File: src/rtl/int_ctrl.sv
// Eight-line interrupt controller: rising-edge capture into pending, enable mask,
// in-service tracking, and one-hot priority vectors for the CPU control unit.
module int_ctrl #(
    parameter int unsigned       N_IRQ    = 8,
    parameter logic [N_IRQ-1:0]  MASK_RST = '0
) (
    input  logic             clk,
    input  logic             reset,
    input  logic [N_IRQ-1:0] irq,
    input  logic             we_mask,
    input  logic [N_IRQ-1:0] mask_in,
    input  logic [N_IRQ-1:0] s_calli,
    input  logic [N_IRQ-1:0] s_reti,
    output logic [N_IRQ-1:0] min_bit_s,
    output logic [N_IRQ-1:0] min_bit_a,
    output logic [N_IRQ-1:0] pending_out,
    output logic [N_IRQ-1:0] mask_out
);

    localparam logic [N_IRQ-1:0] ONE = {{(N_IRQ-1){1'b0}}, 1'b1};

    logic [N_IRQ-1:0] r_irq_q;
    logic [N_IRQ-1:0] r_irq_q2;
    logic [N_IRQ-1:0] r_pending;
    logic [N_IRQ-1:0] r_in_service;
    logic [N_IRQ-1:0] r_mask;

    logic [N_IRQ-1:0] w_rise;
    logic [N_IRQ-1:0] w_serviceable;

    assign w_rise = r_irq_q & ~r_irq_q2;

    // s_calli / s_reti are single-cycle strobes with no back-pressure: each bit
    // set in a cycle is consumed on the following edge. Multi-bit strobes apply bitwise.
    always_ff @(posedge clk) begin
        if (reset) begin
            r_irq_q      <= '0;
            r_irq_q2     <= '0;
            r_pending    <= '0;
            r_in_service <= '0;
            r_mask       <= MASK_RST;
        end else begin
            r_irq_q      <= irq;
            r_irq_q2     <= r_irq_q;
            // A fresh edge wins over a same-cycle accept so no request is lost.
            r_pending    <= w_rise | (r_pending & ~s_calli);
            // Accept wins over return; s_calli[0] also covers overflow, which has no pending bit.
            r_in_service <= s_calli | (r_in_service & ~s_reti);
            if (we_mask) begin
                r_mask <= mask_in;
            end
        end
    end

    assign w_serviceable = r_pending & r_mask;

    // Two's-complement isolate of the lowest set bit; bit 0 is highest priority.
    assign min_bit_s   = w_serviceable & (~w_serviceable + ONE);
    assign min_bit_a   = r_in_service & (~r_in_service + ONE);
    assign pending_out = r_pending;
    assign mask_out    = r_mask;

endmodule
File: config.mk
export PLATFORM = sky130hd
export DESIGN_NAME = int_ctrl
export DESIGN_NICKNAME = d
export VERILOG_FILES = /design/src/rtl/int_ctrl.sv
export SDC_FILE = /design/constraint.sdc
export NUM_CORES = 1
export LEC_CHECK = 0
export BUFFER_PORTS_ARGS = -buffer_cell sky130_fd_sc_hd__buf_2
export CAP_MARGIN = 10
export CORE_ASPECT_RATIO = 1.4
export CORE_UTILIZATION = 29
export DETAILED_ROUTE_END_ITERATION = 10
export PLACE_DENSITY = 0.51
export SYNTH_ARGS = -nofsm -noshare
export SYNTH_HDL_FRONTEND = slang
export SYNTH_SLANG_ARGS = --single-unit
File: constraint.sdc
create_clock -name clk -period 1.7 [get_ports clk]
set_input_delay 0.425 -clock clk [delete_from_list [all_inputs] [get_ports clk]]
set_output_delay 0.425 -clock clk [all_outputs]
set_load 0.05 [all_outputs]
==> metrics.json, run 1 <==
{
  "run_status": {
    "status": "complete, but fails checks",
    "violations": "setup timing"
  },
  "synthesis": {
    "synthesized_netlist_net_count": 189,
    "yosys.area.top_type_share": 0.5527,
    "synth_cell_types": 22,
    "synthesis.area_per_instance_um2": 9.408,
    "yosysWarnings": 0,
    "synth_seq_cells": 40,
    "cells_taking_the_most_area_after_synthesis": "sky130_fd_sc_hd__dfxtp_1, sky130_fd_sc_hd__nand2b_1, sky130_fd_sc_hd__nor2b_1, sky130_fd_sc_hd__a21oi_1, sky130_fd_sc_hd__mux2i_1",
    "post_synth_design_cell_area_mm2": 0.001449,
    "netlist.top_cell.by_area": "sky130_fd_sc_hd__dfxtp_1",
    "synth_cells": 154,
    "synth_seq_area_share": 0.5527
  },
  "worst_setup_path": {
    "worst-endpoint-required_ns": 1.27,
    "critPathArrivalTime_ns": 1.51,
    "crit_chain": "nor4_4 > nand2b_4 > nor4b_4 > buf_6",
    "timing.critical_path.to_type": "output port",
    "critical_path.max_stage_delay_ns": 0.34,
    "crit_path_top_delay_cell": "sky130_fd_sc_hd__dfxtp_2",
    "worstSetupStartpointType": "register",
    "timing.setup.critical_path_class": "reg -> out",
    "rr_endpoint": "r_in_service[0]$_SDFF_PP0_",
    "cp_max_fo": 3,
    "reg2reg_setup_slack_ns": 0.92,
    "worst_r2r_path_depth": 3,
    "startpoint_of_the_most_critical_register_to_register_path": "r_in_service[0]$_SDFF_PP0_"
  },
  "grt": {
    "largest_net_degree_at_the_start_of_global_routing": 24,
    "antenna_found_initial": 0,
    "grtUsageTotal": 0.1296,
    "grt_overflow": 0,
    "first_global_vias": 1132,
    "grt_first_pass_wirelength_um": 4912
  },
  "die": {
    "start_util": 0.2992,
    "dieWidth_um": 61.74,
    "floorplan_row_count": 30,
    "fp.dieArea_mm2": 0.005287,
    "core_area_mm2": 0.004842,
    "die_height_um": 85.64,
    "boundary_pins": 67
  },
  "hold_path": {
    "hold_wc_startpoint": "irq[4]",
    "min_to": "r_irq_q[4]$_SDFF_PP0_",
    "hold_path_depth": 2,
    "hold_path_class": "in -> reg"
  },
  "finish": {
    "nNetsFinal": 268,
    "layout.cells.most_common": "sky130_fd_sc_hd__buf_2",
    "antenna-diode-count": 0,
    "drive_above_1_share": 0.4786,
    "postLayoutCoreUtil": 0.4677,
    "mostFrequentLayoutCells": "sky130_fd_sc_hd__buf_2, sky130_fd_sc_hd__dfxtp_1",
    "area_overhead_vs_synth_pct": 56.30,
    "nFillCells": 484
  },
  "timing": {
    "fin_crit_ns": 1.938,
    "rsz0062_at_grt": "yes",
    "finalSetupViolations": 8,
    "min_period_over_period": 1.140,
    "finalSetupTns_ns": -1.176,
    "timing.fmax_mhz": 515.9,
    "slew_headroom": 0.7675,
    "fin_skew_ns": 0.003515,
    "maxSlewViolCount": 0,
    "setup_slack_ns": -0.2383,
    "report.final.hold_viol_count": 0,
    "worst-slew-pin-transition_ns": 0.3487
  },
  "placement": {
    "dpl.hpwl_um": 2403,
    "port_buffers": 66,
    "gp_routability_congestion": 0.7962
  },
  "detailed_routing": {
    "wire_per_inst_um": 10.58,
    "detailedRoute.firstPassIterationCount": 4,
    "route.final.wire_length_um": 3153,
    "remaining_drc_errors": 0,
    "ant_nets": 0,
    "drt_iter0_markers": 39,
    "vias": 1240,
    "route.detailed.vias_per_inst": 4.161
  },
  "power": {
    "cellPowerDensity_mw_per_mm2": 901.4,
    "max-vdd-ir-drop_mv": 0.4798,
    "power_leakage_nw": 1.065
  },
  "clock_network": {
    "insertion_delay_ns": 0.29,
    "cts.root.buffer_cell": "sky130_fd_sc_hd__clkbuf_8",
    "cts.hold.buffers_added": 0,
    "cts_inserted_buffers": 5,
    "cts.sinks": 40,
    "clk_pin_slew_ns": 0.07,
    "clock_tree.htree_level_count": 2,
    "clock_path_buffers": 2,
    "tritoncts_clock_tree": "built"
  },
  "run": {
    "max-cap-violations": 0
  }
}
[metrics by stage]
| step | worst slack (ns) | cells | power (mW) | hold slack [ns] | cell area (um2) |
|---|---|---|---|---|---|
| finish | -0.2383 | 298 | 2.041 | 0.3360 | 2265 |
| global route | -0.3347 | 298 | 2.142 | 0.3300 | 2265 |
| CTS | -0.2491 | 298 | 2.063 | 0.3260 | 2226 |
| detailed placement | -0.1001 | 289 | 1.387 | 0.4526 | 2013 |
| global placement | -0.06243 | 289 | 1.385 | 0.4416 | 2013 |
| floorplan | -0.1564 | 154 | 1.268 | 0.4330 | 1535 |
[state kept, by name, indices dropped and copies added (netlist names)]
| signal | count |
|---|---|
| mask_out | 8 |
| r_in_service | 8 |
| pending_out | 8 |
| r_irq_q2 | 8 |
| r_irq_q | 8 |
[worst max-delay path, delay by kind of cell (launching register included)]
| kind | cells | cell delay (ns) |
|---|---|---|
| buffers and inverters | 1 | 0.19 |
| DFF | 1 | 0.34 |
| and+or+nand+nor | 3 | 0.69 |
[layer usage]
layer / share of wire / track usage / vias up
met3: 0.049 / 0.04223 / 7
met1: 0.44 / 0.1461 / 549
met4: 0.021 / 0.06667 / 0
met2: 0.49 / 0.2111 / 36
li1: - / - / 648
met5: 0 / 0 / -
[cells in the mapped netlist (all sizes together)]
cell type,count
dfxtp,40
clkbuf,3
nor2,21
nor2b,16
nor4,1
nor3b,4
and2,2
nand2b,17
nand2,7
nand4,2
buf,3
and2b,1
a21oi,16
inv,9
mux2i,8
and3,1
a22oi,1
nor4b,2
[cell families (layout without fill, tap and decap cells)]
kind of cell	Yosys count	after routing	synth area share
simple gates	74	74	0.2893
mux	8	8	0.05527
compound gates	17	17	0.06045
flops	40	40	0.5527
buf+inv	15	95	0.04231
[how the worst max path moves through the flow]
stage / startpoint / to / depth (start not counted)
6_report: r_in_service[1]$_SDFF_PP0_ / min_bit_a[7] / 4
5_1_grt: mask_out[1]$_SDFFE_PP0P_ / min_bit_s[6] / 5
3_3_place_gp: r_in_service[2]$_SDFF_PP0_ / min_bit_a[7] / 4
4_1_cts: r_in_service[1]$_SDFF_PP0_ / min_bit_a[7] / 4
2_1_floorplan: pending_out[3]$_SDFF_PP0_ / min_bit_s[6] / 3
3_5_place_dp: r_in_service[2]$_SDFF_PP0_ / min_bit_a[7] / 4
[report_power, final]
part / switching (mW) / internal, mW / total [mW]
clock network: 0.320 / 0.324 / 0.643
registers: 0.0342 / 0.991 / 1.03
logic: 0.222 / 0.151 / 0.373
[what timing repair did]
| action | in CTS | in global routing |
|---|---|---|
| setup buffers | 1 | 0 |
| gates cloned | 0 | 0 |
| setup endpoints to repair | 12 | 12 |
| resized for setup | 31 | 12 |
| pin swaps | 7 | 2 |
[final cells by class]
| cell class | count | area [um2] | area share |
|---|---|---|---|
| clock buffer | 6 | 82.58 | 0.03646 |
| timing repair buffer | 78 | 539.3 | 0.2381 |
| tap | 64 | 80.08 | 0.03536 |
| clock inverter | 2 | 10.01 | 0.004420 |
| inverter | 9 | 33.78 | 0.01492 |
| sequential | 40 | 812.0 | 0.3586 |
| multi-input combinational | 99 | 706.9 | 0.3122 |
No activity file was read; power rests on OpenSTA's default activity.
==> run 2, diff against run 1 <==
Settings changed: CORE_MARGIN set to 5, RECOVER_POWER set to 25.
Clock period 1.7 ns to 1.8 ns, I/O delays scaled along.
==> run 2 against run 1 <==
- via count up 0.48%
- first-iteration DRC count up 5.1%
- flip-flop and latch count unchanged
- critical endpoint unchanged
- total power down 7.7%
- highest routed layer unchanged
- sequential power down 6%
- largest power group unchanged
- clock skew down 0.0013 ns
- hold slack better by 0.035 ns
- the flow still finishes with violations (setup timing)
==> metrics.json, run 2 (synthesis results as in run 1) <==
{
  "power": {
    "total_power_mw": 1.885,
    "comb_power_share": 0.170,
    "p_sw_frac": 0.2730,
    "p_switching_mw": 0.5146,
    "max-vdd-ir-drop_mv": 0.4864,
    "share_clk_of_total_power": 0.316,
    "power_leakage_nw": 1.016,
    "cellPowerDensity_mw_per_mm2": 883.5,
    "seqPwrFrac": 0.514,
    "power.internal_mw": 1.370
  },
  "detailed_routing": {
    "wire_per_inst_um": 11.54,
    "met3_wirelength_um": 238,
    "remaining_drc_errors": 0,
    "highest_metal_layer_with_signal_wires": "met4",
    "detailedRoute.firstPassIterationCount": 4,
    "drt_iter0_markers": 41,
    "ant_nets": 0,
    "met2_wl_um": 1677,
    "route.detailed.vias_per_inst": 4.238,
    "route.final.wire_length_um": 3392,
    "wl_met1_um": 1432,
    "vias": 1246
  },
  "grt": {
    "grtUsageTotal": 0.1104,
    "grt_overflow": 0,
    "grt_first_pass_wirelength_um": 5685,
    "largest_net_degree_at_the_start_of_global_routing": 22,
    "first_global_vias": 1211,
    "antenna_found_initial": 0
  },
  "die": {
    "start_util": 0.2992,
    "core_area_mm2": 0.004842,
    "boundary_pins": 67,
    "floorplan_row_count": 30,
    "fp.dieArea_mm2": 0.006530,
    "dieWidth_um": 69.74,
    "die_height_um": 93.64
  },
  "clock_network": {
    "clk_pin_slew_ns": 0.07,
    "clock_path_buffers": 2,
    "cts.hold.buffers_added": 0,
    "cts.sinks": 40,
    "tritoncts_clock_tree": "built",
    "insertion_delay_ns": 0.28,
    "clock_tree.htree_level_count": 2,
    "cts_inserted_buffers": 5,
    "cts.root.buffer_cell": "sky130_fd_sc_hd__clkbuf_8"
  },
  "timing": {
    "maxSlewViolCount": 0,
    "rsz0062_at_grt": "yes",
    "setup_slack_ns": -0.1312,
    "report.final.hold_viol_count": 0,
    "fin_skew_ns": 0.002217,
    "slew_headroom": 0.3377,
    "timing.fmax_mhz": 517.8,
    "min_period_over_period": 1.073,
    "fin_crit_ns": 1.931,
    "finalSetupTns_ns": -0.4917,
    "finalSetupViolations": 6,
    "whs_ns": 0.3706,
    "worst-slew-pin-transition_ns": 0.9935
  },
  "placement": {
    "dpl.hpwl_um": 2663,
    "gp_routability_congestion": 0.7770,
    "place_inst": 283,
    "port_buffers": 66
  },
  "worst_setup_path": {
    "worst-endpoint-required_ns": 1.35,
    "cp_max_fo": 3,
    "worstSetupStartpointType": "register",
    "timing.critical_path.to_type": "output port",
    "timing.setup.critical_path_class": "reg -> out",
    "crit_chain": "nor4_4 > nand2b_4 > nor4b_4 > buf_6",
    "crit_path_top_delay_cell": "sky130_fd_sc_hd__dfxtp_2",
    "critPathArrivalTime_ns": 1.48,
    "critical_path.max_stage_delay_ns": 0.33
  },
  "run": {
    "max-cap-violations": 0
  },
  "hold_path": {
    "hold_path_class": "in -> reg"
  },
  "finish": {
    "area_overhead_vs_synth_pct": 47.24,
    "postLayoutCoreUtil": 0.4406,
    "drive_above_1_share": 0.4391,
    "antenna-diode-count": 0,
    "layout.cells.most_common": "sky130_fd_sc_hd__buf_2",
    "mostFrequentLayoutCells": "sky130_fd_sc_hd__buf_2, sky130_fd_sc_hd__dfxtp_1, sky130_fd_sc_hd__nor2_1",
    "nNetsFinal": 264,
    "finish.cell_count_without_fillers": 294
  },
  "run_status": {
    "violations": "setup timing",
    "status": "complete, but fails checks"
  }
}
[run 2: worst max-delay path, delay by kind of cell, from the launching register on]
| kind | cells | cell delay [ns] |
|---|---|---|
| buffers and inverters | 1 | 0.19 |
| flip-flops | 1 | 0.33 |
| AND/OR/NAND/NOR | 3 | 0.67 |
[run 2: power groups by stage]
stage	Clock, mW	Combinational (mW)	Sequential, mW
5_1_grt	0.674	0.346	0.976
3_5_place_dp	0	0.308	0.987
6_report	0.595	0.321	0.969
4_1_cts	0.619	0.318	0.969
3_3_place_gp	0	0.306	0.986
2_1_floorplan	0	0.135	1.06
[run 2: layer usage]
metal | global-route usage | up-vias
li1 | - | 640
met1 | 0.1238 | 564
met2 | 0.1887 | 37
met3 | 0.04516 | 5
met4 | 0.03834 | 0
met5 | 0 | -
[run 2: worst paths after layout]
path,to,from,slack [ns],depth (start not counted)
setup / recovery,min_bit_a[7],r_in_service[2]$_SDFF_PP0_,-0.13,4
hold / removal,r_irq_q[0]$_SDFF_PP0_,irq[0],0.37,2
setup reg to reg,pending_out[1]$_SDFF_PP0_,pending_out[1]$_SDFF_PP0_,0.95,4
hold reg to reg,pending_out[1]$_SDFF_PP0_,r_irq_q[1]$_SDFF_PP0_,0.46,2
[run 2: repair_timing]
item / CTS / global route
buffers inserted: 1 / 2
pin swaps: 4 / 2
setup endpoints to repair: 10 / 11
gates resized for setup: 17 / 9
[run 2: layout make-up]
cell class / count / area [um2]
fill: 486 / 2709
clock buffer: 8 / 90.09
sequential: 40 / 809.5
timing repair buffer: 74 / 460.4
tap: 64 / 80.08
multi-input combinational: 99 / 659.4
inverter: 9 / 33.78
[run 2: through the flow]
step                worst slack (ns)  area [um2]
finish                       -0.1312        2133
global route                 -0.2418        2133
CTS                          -0.2106        2095
detailed placement         -0.002756        1938
global placement             0.02528        1938
floorplan                    -0.1816        1505
==> run 3, diff against run 2 <==
Settings changed: CTS_BUF_LIST set to sky130_fd_sc_hd__clkbuf_4.
==> run 3 against run 2 <==
- the flow still finishes with violations (setup timing)
- via count increased by 0.16%
- sequential share of layout area increased by 0.18 points
- utilization decreased by 0.21 points
- non-clock buffer count decreased by 1
- flip-flop and latch count unchanged
- final area decreased by 0.47%
- clock power decreased by 25%
- critical path depth unchanged
- maximum frequency decreased by 3.4%
- die area unchanged
- critical path type unchanged
- largest cell class unchanged
- largest power group unchanged
==> metrics.json, run 3 (synthesis results as in run 1) <==
{
  "grt": {
    "grt_overflow": 0,
    "grt_first_pass_wirelength_um": 5678,
    "antenna_found_initial": 0,
    "grtUsageTotal": 0.1104,
    "first_global_vias": 1184,
    "largest_net_degree_at_the_start_of_global_routing": 22
  },
  "die": {
    "die_height_um": 93.64,
    "start_util": 0.2992,
    "boundary_pins": 67,
    "dieWidth_um": 69.74,
    "fp.dieArea_mm2": 0.006530,
    "core_area_mm2": 0.004842,
    "floorplan_row_count": 30
  },
  "detailed_routing": {
    "drt_iter0_markers": 55,
    "vias": 1248,
    "remaining_drc_errors": 0,
    "ant_nets": 0,
    "route.detailed.vias_per_inst": 4.259,
    "wire_per_inst_um": 11.60,
    "route.final.wire_length_um": 3400,
    "detailedRoute.firstPassIterationCount": 4
  },
  "timing": {
    "report.final.hold_viol_count": 0,
    "rsz0062_at_grt": "yes",
    "maxSlewViolCount": 0,
    "fin_skew_ns": 0.003617,
    "slew_headroom": 0.3294,
    "finalSetupTns_ns": -0.9572,
    "min_period_over_period": 1.110,
    "worst-slew-pin-transition_ns": 1.006,
    "fin_crit_ns": 1.998,
    "timing.fmax_mhz": 500.4,
    "finalSetupViolations": 9,
    "setup_slack_ns": -0.1984
  },
  "clock_network": {
    "clock_tree.htree_level_count": 2,
    "cts.root.buffer_cell": "sky130_fd_sc_hd__clkbuf_4",
    "insertion_delay_ns": 0.34,
    "clock_path_buffers": 2,
    "cts_inserted_buffers": 5,
    "cts.hold.buffers_added": 0,
    "cts.sinks": 40,
    "tritoncts_clock_tree": "built",
    "clk_pin_slew_ns": 0.10
  },
  "power": {
    "power.internal_mw": 1.241,
    "p_sw_frac": 0.2866,
    "total_power_mw": 1.740,
    "power_leakage_nw": 1.005,
    "p_switching_mw": 0.4987,
    "seqPwrFrac": 0.557,
    "max-vdd-ir-drop_mv": 0.3996,
    "share_clk_of_total_power": 0.255,
    "cellPowerDensity_mw_per_mm2": 819.4,
    "comb_power_share": 0.188
  },
  "run_status": {
    "status": "complete, but fails checks",
    "violations": "setup timing"
  },
  "finish": {
    "post-route-cell-area_mm2": 0.002123,
    "mostFrequentLayoutCells": "sky130_fd_sc_hd__buf_2, sky130_fd_sc_hd__dfxtp_1, sky130_fd_sc_hd__nor2_1",
    "antenna-diode-count": 0,
    "drive_above_1_share": 0.4410,
    "nNetsFinal": 263,
    "area_overhead_vs_synth_pct": 46.55,
    "postLayoutCoreUtil": 0.4385,
    "layout.cells.most_common": "sky130_fd_sc_hd__buf_2"
  },
  "worst_setup_path": {
    "reg2reg_setup_slack_ns": 0.96,
    "timing.critical_path.to_type": "output port",
    "critical_path.endpoint": "min_bit_a[7]",
    "rr_endpoint": "r_in_service[0]$_SDFF_PP0_",
    "worst_r2r_path_depth": 3,
    "cp_max_fo": 3,
    "timing.setup.critical_path_class": "reg -> out",
    "critPathArrivalTime_ns": 1.55,
    "startpoint_of_the_most_critical_register_to_register_path": "r_in_service[0]$_SDFF_PP0_",
    "worst-endpoint-required_ns": 1.35,
    "crit_start": "r_in_service[2]$_SDFF_PP0_",
    "worstSetupStartpointType": "register"
  },
  "placement": {
    "dpl.hpwl_um": 2663,
    "placed_cell_area_mm2": 0.001938,
    "port_buffers": 66,
    "gp_routability_congestion": 0.7770
  },
  "hold_path": {
    "hold_path_class": "in -> reg"
  },
  "run": {
    "max-cap-violations": 0
  }
}
## run 3: changes by cell type in the layout (fill, tap and decap cells not counted), sizes merged
cell,delta
buf,-1
clkbuf,-1
clkinv,+1
## run 3: area by class of cell
cell class | count | area, um2
Clock inverter | 1 | 3.754
Timing Repair Buffer | 73 | 465.4
Inverter | 9 | 33.78
Tap cell | 64 | 80.08
Clock buffer | 7 | 52.55
Sequential cell | 40 | 809.5
Fill cell | 485 | 2719
Multi-Input combinational cell | 99 | 678.2
## run 3: worst min-delay path by stage
stage | startpoint | to | slack (ns) | cells past startpoint
finish | irq[6] | r_irq_q[6]$_SDFF_PP0_ | 0.32 | 2
detailed placement | r_irq_q[1]$_SDFF_PP0_ | pending_out[1]$_SDFF_PP0_ | 0.46 | 2
CTS | irq[6] | r_irq_q[6]$_SDFF_PP0_ | 0.29 | 2
floorplan | r_irq_q[0]$_SDFF_PP0_ | pending_out[0]$_SDFF_PP0_ | 0.43 | 2
global route | irq[2] | r_irq_q[2]$_SDFF_PP0_ | 0.28 | 2
global placement | r_irq_q[5]$_SDFF_PP0_ | r_irq_q2[5]$_SDFF_PP0_ | 0.45 | 1
## run 3: metal layers
metal  global-route usage  wire (um)  up-vias
li1                     -          -      640
met1               0.1237       1437      565
met2               0.1863       1669       37
met3              0.04194        229        6
met4              0.04792         63        0
met5                    0          0        -
## run 3: timing repair
action	4_1_cts	5_1_grt
pin swaps	5	3
setup endpoints to repair	11	12
resized for setup	24	8
buffers inserted	1	1
cloned	0	0
## run 3: critical path, cell delays in order, from the launching register on
cell	delay, ns
sky130_fd_sc_hd__dfxtp_2	0.35
sky130_fd_sc_hd__nor4_4	0.33
sky130_fd_sc_hd__nand2b_4	0.12
sky130_fd_sc_hd__nor4b_4	0.23
sky130_fd_sc_hd__buf_6	0.19
## run 3: per-stage QoR
step,worst slack [ns],hold WS [ns],instances
2_1_floorplan,-0.1816,0.4330,154
3_3_place_gp,0.02528,0.4508,283
3_5_place_dp,-0.002756,0.4554,283
4_1_cts,-0.2892,0.2882,292
5_1_grt,-0.3198,0.2830,293
6_report,-0.1984,0.3167,293
## run 3: power groups by stage
| stage | registers (mW) | logic [mW] | clock network (mW) |
|---|---|---|---|
| 2_1_floorplan | 1.06 | 0.135 | 0 |
| 3_3_place_gp | 0.986 | 0.306 | 0 |
| 3_5_place_dp | 0.987 | 0.308 | 0 |
| 4_1_cts | 0.969 | 0.321 | 0.476 |
| 5_1_grt | 0.978 | 0.352 | 0.518 |
| 6_report | 0.969 | 0.327 | 0.444 |
